## src/rtl/sdram_arb.sv

```systemverilog
// sdram_arb: round-robin arbiter serialising two SDRAM requesters onto one sdram_intf,
// routing acks and read beats back to the owning port, with a per-transaction watchdog.
module sdram_arb #(
  parameter int BURST = 1,
  parameter int TMO   = 1023
) (
  input  logic        clk,
  input  logic        rst_n,
  input  logic        p0_wr_req,
  input  logic        p0_rd_req,
  input  logic [1:0]  p0_bank,
  input  logic [12:0] p0_addr,
  input  logic [15:0] p0_wdata,
  input  logic        p1_wr_req,
  input  logic        p1_rd_req,
  input  logic [1:0]  p1_bank,
  input  logic [12:0] p1_addr,
  input  logic [15:0] p1_wdata,
  output logic        p0_wr_ack,
  output logic        p0_rd_ack,
  output logic        p0_rdata_vld,
  output logic        p1_wr_ack,
  output logic        p1_rd_ack,
  output logic        p1_rdata_vld,
  output logic [15:0] rdata,
  output logic        sd_wr_req,
  output logic        sd_rd_req,
  output logic [1:0]  sd_bank,
  output logic [12:0] sd_addr,
  output logic [15:0] sd_wdata,
  input  logic        sd_wr_ack,
  input  logic        sd_rd_ack,
  input  logic [15:0] sd_rdata,
  input  logic        sd_rdata_vld,
  output logic [1:0]  owner,
  output logic        err
);
  typedef enum logic [1:0] {IDLE, REQ, RDATA} state_t;
  state_t      state;
  logic        op_wr, last;
  logic [9:0]  wdog;
  logic [3:0]  beats, beats_n;
  logic        pend0, pend1, gnt1, wr_hit, rd_hit, fin, tmo;
  always_comb begin
    pend0   = p0_wr_req | p0_rd_req;
    pend1   = p1_wr_req | p1_rd_req;
    gnt1    = pend1 & (~pend0 | ~last);
    wr_hit  = (state == REQ) && op_wr && sd_wr_ack;
    rd_hit  = (state == REQ) && !op_wr && sd_rd_ack;
    beats_n = beats + {3'd0, sd_rdata_vld};
    fin     = wr_hit || ((rd_hit || state == RDATA) && beats_n >= 4'(BURST));
    tmo     = wdog == 10'(TMO - 1);
  end
  // owner is zero while idle, so stray acks and beats are dropped there
  assign p0_wr_ack    = wr_hit & owner[0];
  assign p1_wr_ack    = wr_hit & owner[1];
  assign p0_rd_ack    = rd_hit & owner[0];
  assign p1_rd_ack    = rd_hit & owner[1];
  assign p0_rdata_vld = sd_rdata_vld & owner[0];
  assign p1_rdata_vld = sd_rdata_vld & owner[1];
  assign rdata        = sd_rdata;
  always_ff @(posedge clk or negedge rst_n) begin
    if (!rst_n) begin
      state     <= IDLE;
      owner     <= 2'b00;
      last      <= 1'b1;
      op_wr     <= 1'b0;
      sd_wr_req <= 1'b0;
      sd_rd_req <= 1'b0;
      sd_bank   <= '0;
      sd_addr   <= '0;
      sd_wdata  <= '0;
      wdog      <= '0;
      beats     <= '0;
      err       <= 1'b0;
    end else begin
      err <= 1'b0;
      if (state == IDLE) begin
        if (pend0 | pend1) begin
          state     <= REQ;
          owner     <= gnt1 ? 2'b10 : 2'b01;
          last      <= gnt1;
          op_wr     <= gnt1 ? p1_wr_req : p0_wr_req;
          sd_wr_req <= gnt1 ? p1_wr_req : p0_wr_req;
          sd_rd_req <= gnt1 ? ~p1_wr_req : ~p0_wr_req;
          sd_bank   <= gnt1 ? p1_bank : p0_bank;
          sd_addr   <= gnt1 ? p1_addr : p0_addr;
          sd_wdata  <= gnt1 ? p1_wdata : p0_wdata;
          wdog      <= '0;
          beats     <= '0;
        end
      end else begin
        wdog  <= wdog + 10'd1;
        beats <= beats_n;
        // a real completion in the expiry cycle wins over the watchdog
        if (fin || tmo) begin
          state     <= IDLE;
          owner     <= 2'b00;
          sd_wr_req <= 1'b0;
          sd_rd_req <= 1'b0;
          err       <= !fin;
        end else if (rd_hit) begin
          state     <= RDATA;
          sd_rd_req <= 1'b0;
        end
      end
    end
  end
endmodule

```

## config.mk

```make
export PLATFORM = sky130hd
export DESIGN_NAME = sdram_arb
export DESIGN_NICKNAME = d
export VERILOG_FILES = /design/src/rtl/sdram_arb.sv
export SDC_FILE = /design/constraint.sdc
export NUM_CORES = 1
export LEC_CHECK = 0
export CAP_MARGIN = 20
export CORE_AREA = 2 2 75 94
export DETAILED_ROUTE_END_ITERATION = 16
export DIE_AREA = 0 0 77 96
export HOLD_SLACK_MARGIN = 0.03
export PLACE_DENSITY = 0.89
export SLEW_MARGIN = 40
export SYNTH_ARGS = -nofsm -noshare
export SYNTH_HDL_FRONTEND = slang
export SYNTH_SLANG_ARGS = --single-unit
```

## constraint.sdc

```tcl
create_clock -name clk -period 4.55 [get_ports clk]
set_input_delay 0.455 -clock clk [delete_from_list [all_inputs] [get_ports clk]]
set_output_delay 0.455 -clock clk [all_outputs]
set_load 0.005 [all_outputs]
```

==> results.sh, run 1 <==
export IMPL_yosys_warnings=0
export IMPL_antenna_found_initial=0
export IMPL_synth_seq_cells=54
export IMPL_final_period_minus_worst_setup_slack_ns=2.50
export IMPL_worst_r2r_path_depth=4
export IMPL_dominantRegCellSynth="sky130_fd_sc_hd__dfrtp_1"
export IMPL_ant_nets=0
export IMPL_wl_met3_um=406
export IMPL_drt_wl_total_um=6870
export IMPL_io_pins=145
export IMPL_critical_path_top_cell_by_count="sky130_fd_sc_hd__clkdlybuf4s50_1"
export IMPL_ys_seq_area_share_pct=50.9
export IMPL_floorplan_initialDensity_pct=40.8
export IMPL_floorplan_die_width_um=77
export IMPL_hold_buffers_post_cts=0
export IMPL_cts_made_buffers=5
export IMPL_clock_skew_ns=0.00825
export IMPL_drv_max_cap_violation_count=0
export IMPL_initialDrtViolationCount=225
export IMPL_place_ws_ns=1.94
export IMPL_synth_edff_count=0
export IMPL_power_share_sequential_pct=37.5
export IMPL_r2r_end="sd_bank[0]"
export IMPL_via_per_inst=5.43
export IMPL_min_path_type="in -> async"
export IMPL_netlist_instances=247
export IMPL_final_hold_violation_count=0
export IMPL_cts_htree_levels=2
export IMPL_area_inside_the_core_boundary_um2=6520
export IMPL_synth_largest_area_cell="sky130_fd_sc_hd__dfrtp_1"
export IMPL_worst_skew_pair_late_latency_ns=0.30
export IMPL_gp_routability_congestion=0.733
export IMPL_crit_required_ns=4.09
export IMPL_pwr_density_cell_nw_per_um2=589
export IMPL_grt_use_total_pct=19.0
export IMPL_leakage_nw=1.69
export IMPL_final_layout_size_suffix_gt1_share_pct=5.31
export IMPL_report_final_setup_viol=0
export IMPL_cts_tree="yes"
export IMPL_synth_top_area_share_pct=49.9
export IMPL_core_rowCount=33
export IMPL_met1Wirelength_um=2590
export IMPL_yosys_cell_types_count=47
export IMPL_period_share_pct=54.9
export IMPL_synthTopCellsByArea="sky130_fd_sc_hd__dfrtp_1 50%, sky130_fd_sc_hd__a222oi_1 12%, sky130_fd_sc_hd__buf_4 5.4%"
export IMPL_clock_tree_root_cell="sky130_fd_sc_hd__clkbuf_8"
export IMPL_rsz0062_at_grt="false"
export IMPL_gr_total_overflow=0
export IMPL_grt_pass1_vias=2368
export IMPL_critPathSlowestCell="sky130_fd_sc_hd__clkdlybuf4s50_1"
export IMPL_post_detailed_route_drc_marker_count=0
export IMPL_final_critical_path_setup_slack_ns=2.05
export IMPL_drv_slew=0
export IMPL_p_clk_share_pct=12.6
export IMPL_vias=2313
export IMPL_worst_setup_path_type="in -> out"
export IMPL_cp_data_arrival_time_ns=2.04
export IMPL_totalNegativeSetupSlack_ns=0
export IMPL_vdd_ir_drop_max_v=0.000320
export IMPL_drt_pre_antenna_iters=9
export IMPL_max_freq_mhz=400
export IMPL_critical_path_peak_fanout=3
export IMPL_insertedDiodeCount=0
export IMPL_setup_worst_path_start_class="primary input"
export IMPL_buffer_ports_inserted=112
export IMPL_synth_net_count=338
export IMPL_clock_path_buffers=2
export IMPL_worst_slew_margin_rel_pct=46.9
export IMPL_die_y_um=96
export IMPL_power_switching_w=0.000813
export IMPL_clkSlewWorstSetupHoldPaths_ns=0.10
export IMPL_topRoutingLayerUsed="met4"
export IMPL_numClockSinks=54
export IMPL_syn_mean_instance_area_um2=10.8
export IMPL_cp_end_kind="primary output"
export IMPL_status="finished, final reports clean"
export IMPL_pin_count_of_the_biggest_net_entering_global_routing=55
export IMPL_cpPeakStageDelay_ns=0.50
export IMPL_dp_hpwl_um=5160
export IMPL_internal_power_w=0.00141
export IMPL_syn_to_final_growth_pct=42.0
export IMPL_p_sw_share_pct=36.6
export IMPL_fp_dieArea_um2=7390
export IMPL_final_fill_count=598
export IMPL_grt_pass1_wl_um=11100
export IMPL_rrSetupSlack_ns=2.50
export IMPL_synth_cell_area_um2=2660
export IMPL_asyncSetResetFlopFracSynth_pct=100
export IMPL_critical_path_cell_list="clkdlybuf4s50_1, nor4bb_1, and2_1, clkdlybuf4s50_1"
export IMPL_routed_wire_length_per_instance_um=16.1
export IMPL_p_comb_share_pct=49.9
export IMPL_post_cts_resize_count=0
export IMPL_critical_path_reg2reg_startpoint="state[1]"
export IMPL_num_nets_final=429
export IMPL_met2WireLength_um=3800
export IMPL_postLayoutCoreUtil_pct=57.9
export IMPL_post_cts_setup_buffers=0
export IMPL_actual_slew_at_the_worst_max_slew_pin_ns=0.794
[cell usage in the layout, fill, tap and decap left out, types with 2 or more instances in the layout]
cell type and instances:
sky130_fd_sc_hd__a222oi_1 31, sky130_fd_sc_hd__a31oi_1 2, sky130_fd_sc_hd__ha_1 4, sky130_fd_sc_hd__a22o_1 2, sky130_fd_sc_hd__buf_6 2, sky130_fd_sc_hd__dfrtp_1 53, sky130_fd_sc_hd__a21o_1 2, sky130_fd_sc_hd__inv_1 34
sky130_fd_sc_hd__xor2_1 2, sky130_fd_sc_hd__o31ai_1 2, sky130_fd_sc_hd__clkbuf_8 6, sky130_fd_sc_hd__nand3_1 5, sky130_fd_sc_hd__o21ai_0 14, sky130_fd_sc_hd__clkdlybuf4s50_1 111, sky130_fd_sc_hd__nor2_1 5, sky130_fd_sc_hd__nor3b_1 3
sky130_fd_sc_hd__and2_1 6, sky130_fd_sc_hd__nor3_1 2, sky130_fd_sc_hd__mux2i_1 3, sky130_fd_sc_hd__a21oi_1 2, sky130_fd_sc_hd__nand2_1 19
[flip-flops by register name (all words and copies together), names as in the netlist]
name	cells
op_wr	1
sd_wdata	16
sd_wr_req	1
beats	4
err	1
wdog	10
sd_bank	2
sd_rd_req	1
state	2
last	1
owner	2
sd_addr	13
[worst max-delay path: cells and delay by family]
kind / cells / cell delay (ns)
simple gates: 2 / 0.61
buf+inv: 2 / 0.98
[worst max path at each step]
stage | from | to | slack (ns) | depth (start not counted)
4_1_cts | sd_rd_ack | p0_rd_ack | 2.04 | 4
5_1_grt | sd_rd_ack | p0_rd_ack | 1.87 | 4
3_3_place_gp | p0_wr_req | sd_wr_req | 2.00 | 5
2_1_floorplan | sd_rdata_vld | state[1] | 2.94 | 6
6_report | sd_rd_ack | p0_rd_ack | 2.05 | 4
3_5_place_dp | p0_wr_req | sd_wr_req | 1.94 | 5
[routing by layer]
| layer | track usage [%] | vias up |
|---|---|---|
| li1 | - | 1071 |
| met1 | 21.3 | 1144 |
| met2 | 36.0 | 91 |
| met3 | 4.60 | 7 |
| met4 | 5.65 | 0 |
| met5 | 0 | - |
[power groups by stage]
stage               Combinational, W  Sequential (W)  Clock [W]
floorplan                   0.000659        0.000807          0
global placement             0.00105        0.000832          0
detailed placement           0.00112        0.000840          0
CTS                          0.00112        0.000834   0.000285
global route                 0.00122        0.000859   0.000307
finish                       0.00111        0.000834   0.000280
[per-stage QoR]
stage	hold slack [ns]	total power [W]	cells	instance area [µm²]
finish	0.261	0.00222	426	3780
global route	0.302	0.00239	426	3780
CTS	0.290	0.00224	426	3780
detailed placement	0.489	0.00196	418	3680
global placement	0.467	0.00188	416	3660
floorplan	0.159	0.00147	247	2660
[synthesized netlist by cell type, drive strengths merged, types with 3 or more instances]
master,instances
a31oi,3
buf,30
inv,34
ha,4
dfrtp,53
nor2,6
mux2i,3
nor3,3
o21ai,15
and2,7
nand2,20
a222oi,31
nand3,5
nor3b,3
[final cells by class]
cell class                 count  area [µm²]  area share, %
clock buffer                   7        86.3           2.29
clock inverter                 1        8.76          0.232
inverter                      34         128           3.38
multi-input combinational    128         946           25.0
sequential                    54        1350           35.8
tap                           87         109           2.88
timing repair buffer         115        1150           30.4
[cell families after synthesis]
family / after synthesis / share of synthesized area, %
buf+inv: 65 / 13.6
simple gates: 53 / 11.3
mux: 3 / 1.13
fa+ha+maj: 4 / 1.88
compound gates: 66 / 20.6
flops: 54 / 50.9
xor+xnor: 2 / 0.659
Note: power is estimated with default switching activity, not from simulation.
==> run 2, diff against run 1 <==
Settings changed: CORE_AREA 2 2 75 94 to 2 2 77 98, DIE_AREA 0 0 77 96 to 0 0 79 100, PLACE_DENSITY 0.89 to 0.84.
Clock period 4.55 ns to 2.4 ns, I/O delays scaled along.
==> results.sh, run 2 (same netlist as run 1, synthesis figures left out) <==
export IMPL_status="finished, final reports clean"
export IMPL_biggestRegsByFlops="sd_wdata (16), sd_addr (13), wdog (10)"
export IMPL_rsz0062_at_grt="false"
export IMPL_fp_dieArea_um2=7900
export IMPL_cts_tree="yes"
export IMPL_dp_hpwl_um=4890
export IMPL_largest_reg_flops=16
export IMPL_drv_max_cap_violation_count=0
export IMPL_syn_to_final_growth_pct=45.0
export IMPL_clock_path_buffers=2
export IMPL_cp_end_kind="primary output"
export IMPL_antenna_found_initial=0
export IMPL_pin_count_of_the_biggest_net_entering_global_routing=43
export IMPL_cts_htree_levels=2
export IMPL_gp_routability_congestion=0.819
export IMPL_final_period_minus_worst_setup_slack_ns=2.16
export IMPL_crit_required_ns=2.16
export IMPL_period_share_pct=90.2
export IMPL_cts_made_buffers=5
export IMPL_final_fill_count=648
export IMPL_routed_wire_length_per_instance_um=15.4
export IMPL_clkSlewWorstSetupHoldPaths_ns=0.10
export IMPL_final_hold_violation_count=0
export IMPL_drv_slew=0
export IMPL_final_layout_size_suffix_gt1_share_pct=6.71
export IMPL_num_nets_final=433
export IMPL_final_critical_path_setup_slack_ns=0.235
export IMPL_fin_worst_hold_slack_ns=0.400
export IMPL_critPathSlowestCell="sky130_fd_sc_hd__dfrtp_1"
export IMPL_post_cts_setup_buffers=0
export IMPL_worst_slew_margin_rel_pct=66.9
export IMPL_core_rowCount=35
export IMPL_drt_pre_antenna_iters=10
export IMPL_die_y_um=100
export IMPL_worst_skew_pair_late_latency_ns=0.31
export IMPL_area_inside_the_core_boundary_um2=7090
export IMPL_floorplan_die_width_um=79
export IMPL_totalNegativeSetupSlack_ns=0
export IMPL_cp_data_arrival_time_ns=1.92
export IMPL_worst_setup_path_type="reg -> out"
export IMPL_ant_nets=0
export IMPL_via_per_inst=5.34
export IMPL_buffer_ports_inserted=112
export IMPL_layout_common_cells="111 x sky130_fd_sc_hd__clkdlybuf4s50_1, 53 x sky130_fd_sc_hd__dfrtp_1, 34 x sky130_fd_sc_hd__inv_1"
export IMPL_min_path_type="in -> async"
export IMPL_critical_path_cell_list="nor4bb_2, and2_1, clkdlybuf4s50_1"
export IMPL_floorplan_initialDensity_pct=37.5
export IMPL_sequential_cell_area_um2=1350
export IMPL_clock_skew_ns=0.0143
export IMPL_place_ws_ns=0.239
export IMPL_design_power_total_w=0.00435
export IMPL_largest_register="sd_wdata"
export IMPL_io_pins=145
export IMPL_vdd_ir_drop_max_v=0.000581
export IMPL_numClockSinks=54
export IMPL_insertedDiodeCount=0
export IMPL_critical_path_peak_fanout=9
export IMPL_initialDrtViolationCount=211
export IMPL_setup_worst_path_start_class="register"
export IMPL_postLayoutCoreUtil_pct=54.3
export IMPL_grt_pass1_wl_um=10900
export IMPL_clock_tree_root_cell="sky130_fd_sc_hd__clkbuf_8"
export IMPL_leakage_nw=1.72
export IMPL_grt_use_total_pct=17.3
export IMPL_max_freq_mhz=462
export IMPL_grt_pass1_vias=2382
export IMPL_multiInputGateArea_um2=952
export IMPL_gr_total_overflow=0
export IMPL_vias=2325
export IMPL_drt_wl_total_um=6720
export IMPL_cpPeakStageDelay_ns=0.50
export IMPL_actual_slew_at_the_worst_max_slew_pin_ns=0.495
export IMPL_pwr_density_cell_nw_per_um2=1130
export IMPL_layout_cells_most_common="sky130_fd_sc_hd__clkdlybuf4s50_1"
export IMPL_post_detailed_route_drc_marker_count=0
export IMPL_report_final_setup_viol=0
[run 2: cell count changes in the layout (fill, tap and decap cells not counted)]
cell	delta
sky130_fd_sc_hd__buf_12	+1
sky130_fd_sc_hd__buf_2	-1
sky130_fd_sc_hd__buf_4	+5
sky130_fd_sc_hd__buf_6	-2
sky130_fd_sc_hd__bufinv_16	+1
sky130_fd_sc_hd__clkbuf_1	-1
sky130_fd_sc_hd__dlygate4sd3_1	+1
sky130_fd_sc_hd__nor4bb_1	-1
sky130_fd_sc_hd__nor4bb_2	+1
[run 2: where the power goes]
| part | total (W) | switching, W | internal, W |
|---|---|---|---|
| clock | 0.000647 | 0.000303 | 0.000343 |
| combinational | 0.00212 | 0.000942 | 0.00118 |
| sequential | 0.00158 | 0.000289 | 0.00129 |
| total | 0.00435 | 0.00153 | 0.00281 |
[run 2: stage by stage]
stage / area (µm²) / instances
detailed placement: 3710 / 426
CTS: 3850 / 435
floorplan: 2660 / 247
global placement: 3710 / 426
global route: 3850 / 435
finish: 3850 / 435
[run 2: worst paths after layout]
check	from	end	slack (ns)	cells after the start
max	state[1]	p1_rd_ack	0.24	3
min	rst_n	op_wr	0.40	2
max reg2reg	state[1]	sd_addr[3]	0.63	5
min reg2reg	wdog[9]	wdog[9]	0.48	1
max in group asynchronous	rst_n	sd_bank[1]	1.42	3
min in group clk	wdog[9]	wdog[9]	0.48	1
[run 2: final cells by class]
type	instances	share of cell area, %
Sequential cell	54	35.1
Timing Repair Buffer	119	30.8
Tap cell	92	2.99
Multi-Input combinational cell	128	24.7
Clock inverter	2	1.01
Clock buffer	6	2.14
Inverter	34	3.31
[run 2: metal layers]
metal,up-vias,track usage [%],routed length [µm]
met1,1164,19.3,2510
met4,0,4.51,54
met2,79,32.1,3730
met3,6,4.77,424
met5,-,0,0
li1,1076,-,-
[run 2: critical path: cells and delay by family, from the launching register on]
| family | cells | cell delay, ns |
|---|---|---|
| flops | 1 | 0.50 |
| buf+inv | 1 | 0.49 |
| simple gates | 2 | 0.62 |
[run 2: what timing repair did]
action / 4_1_cts / 5_1_grt
setup endpoints to repair: 0 / 2
endpoints found under the hold margin: 25 / 0
hold buffers: 1 / 0
gates resized for setup: 0 / 1
==> run 3, diff against run 2 <==
Settings changed: ABC_CLOCK_PERIOD_IN_PS from default to 2400, SKIP_LAST_GASP from default to 1.
==> results of run 3 <==
Same layout as run 2: the final DEF is identical, and so are final timing and power.
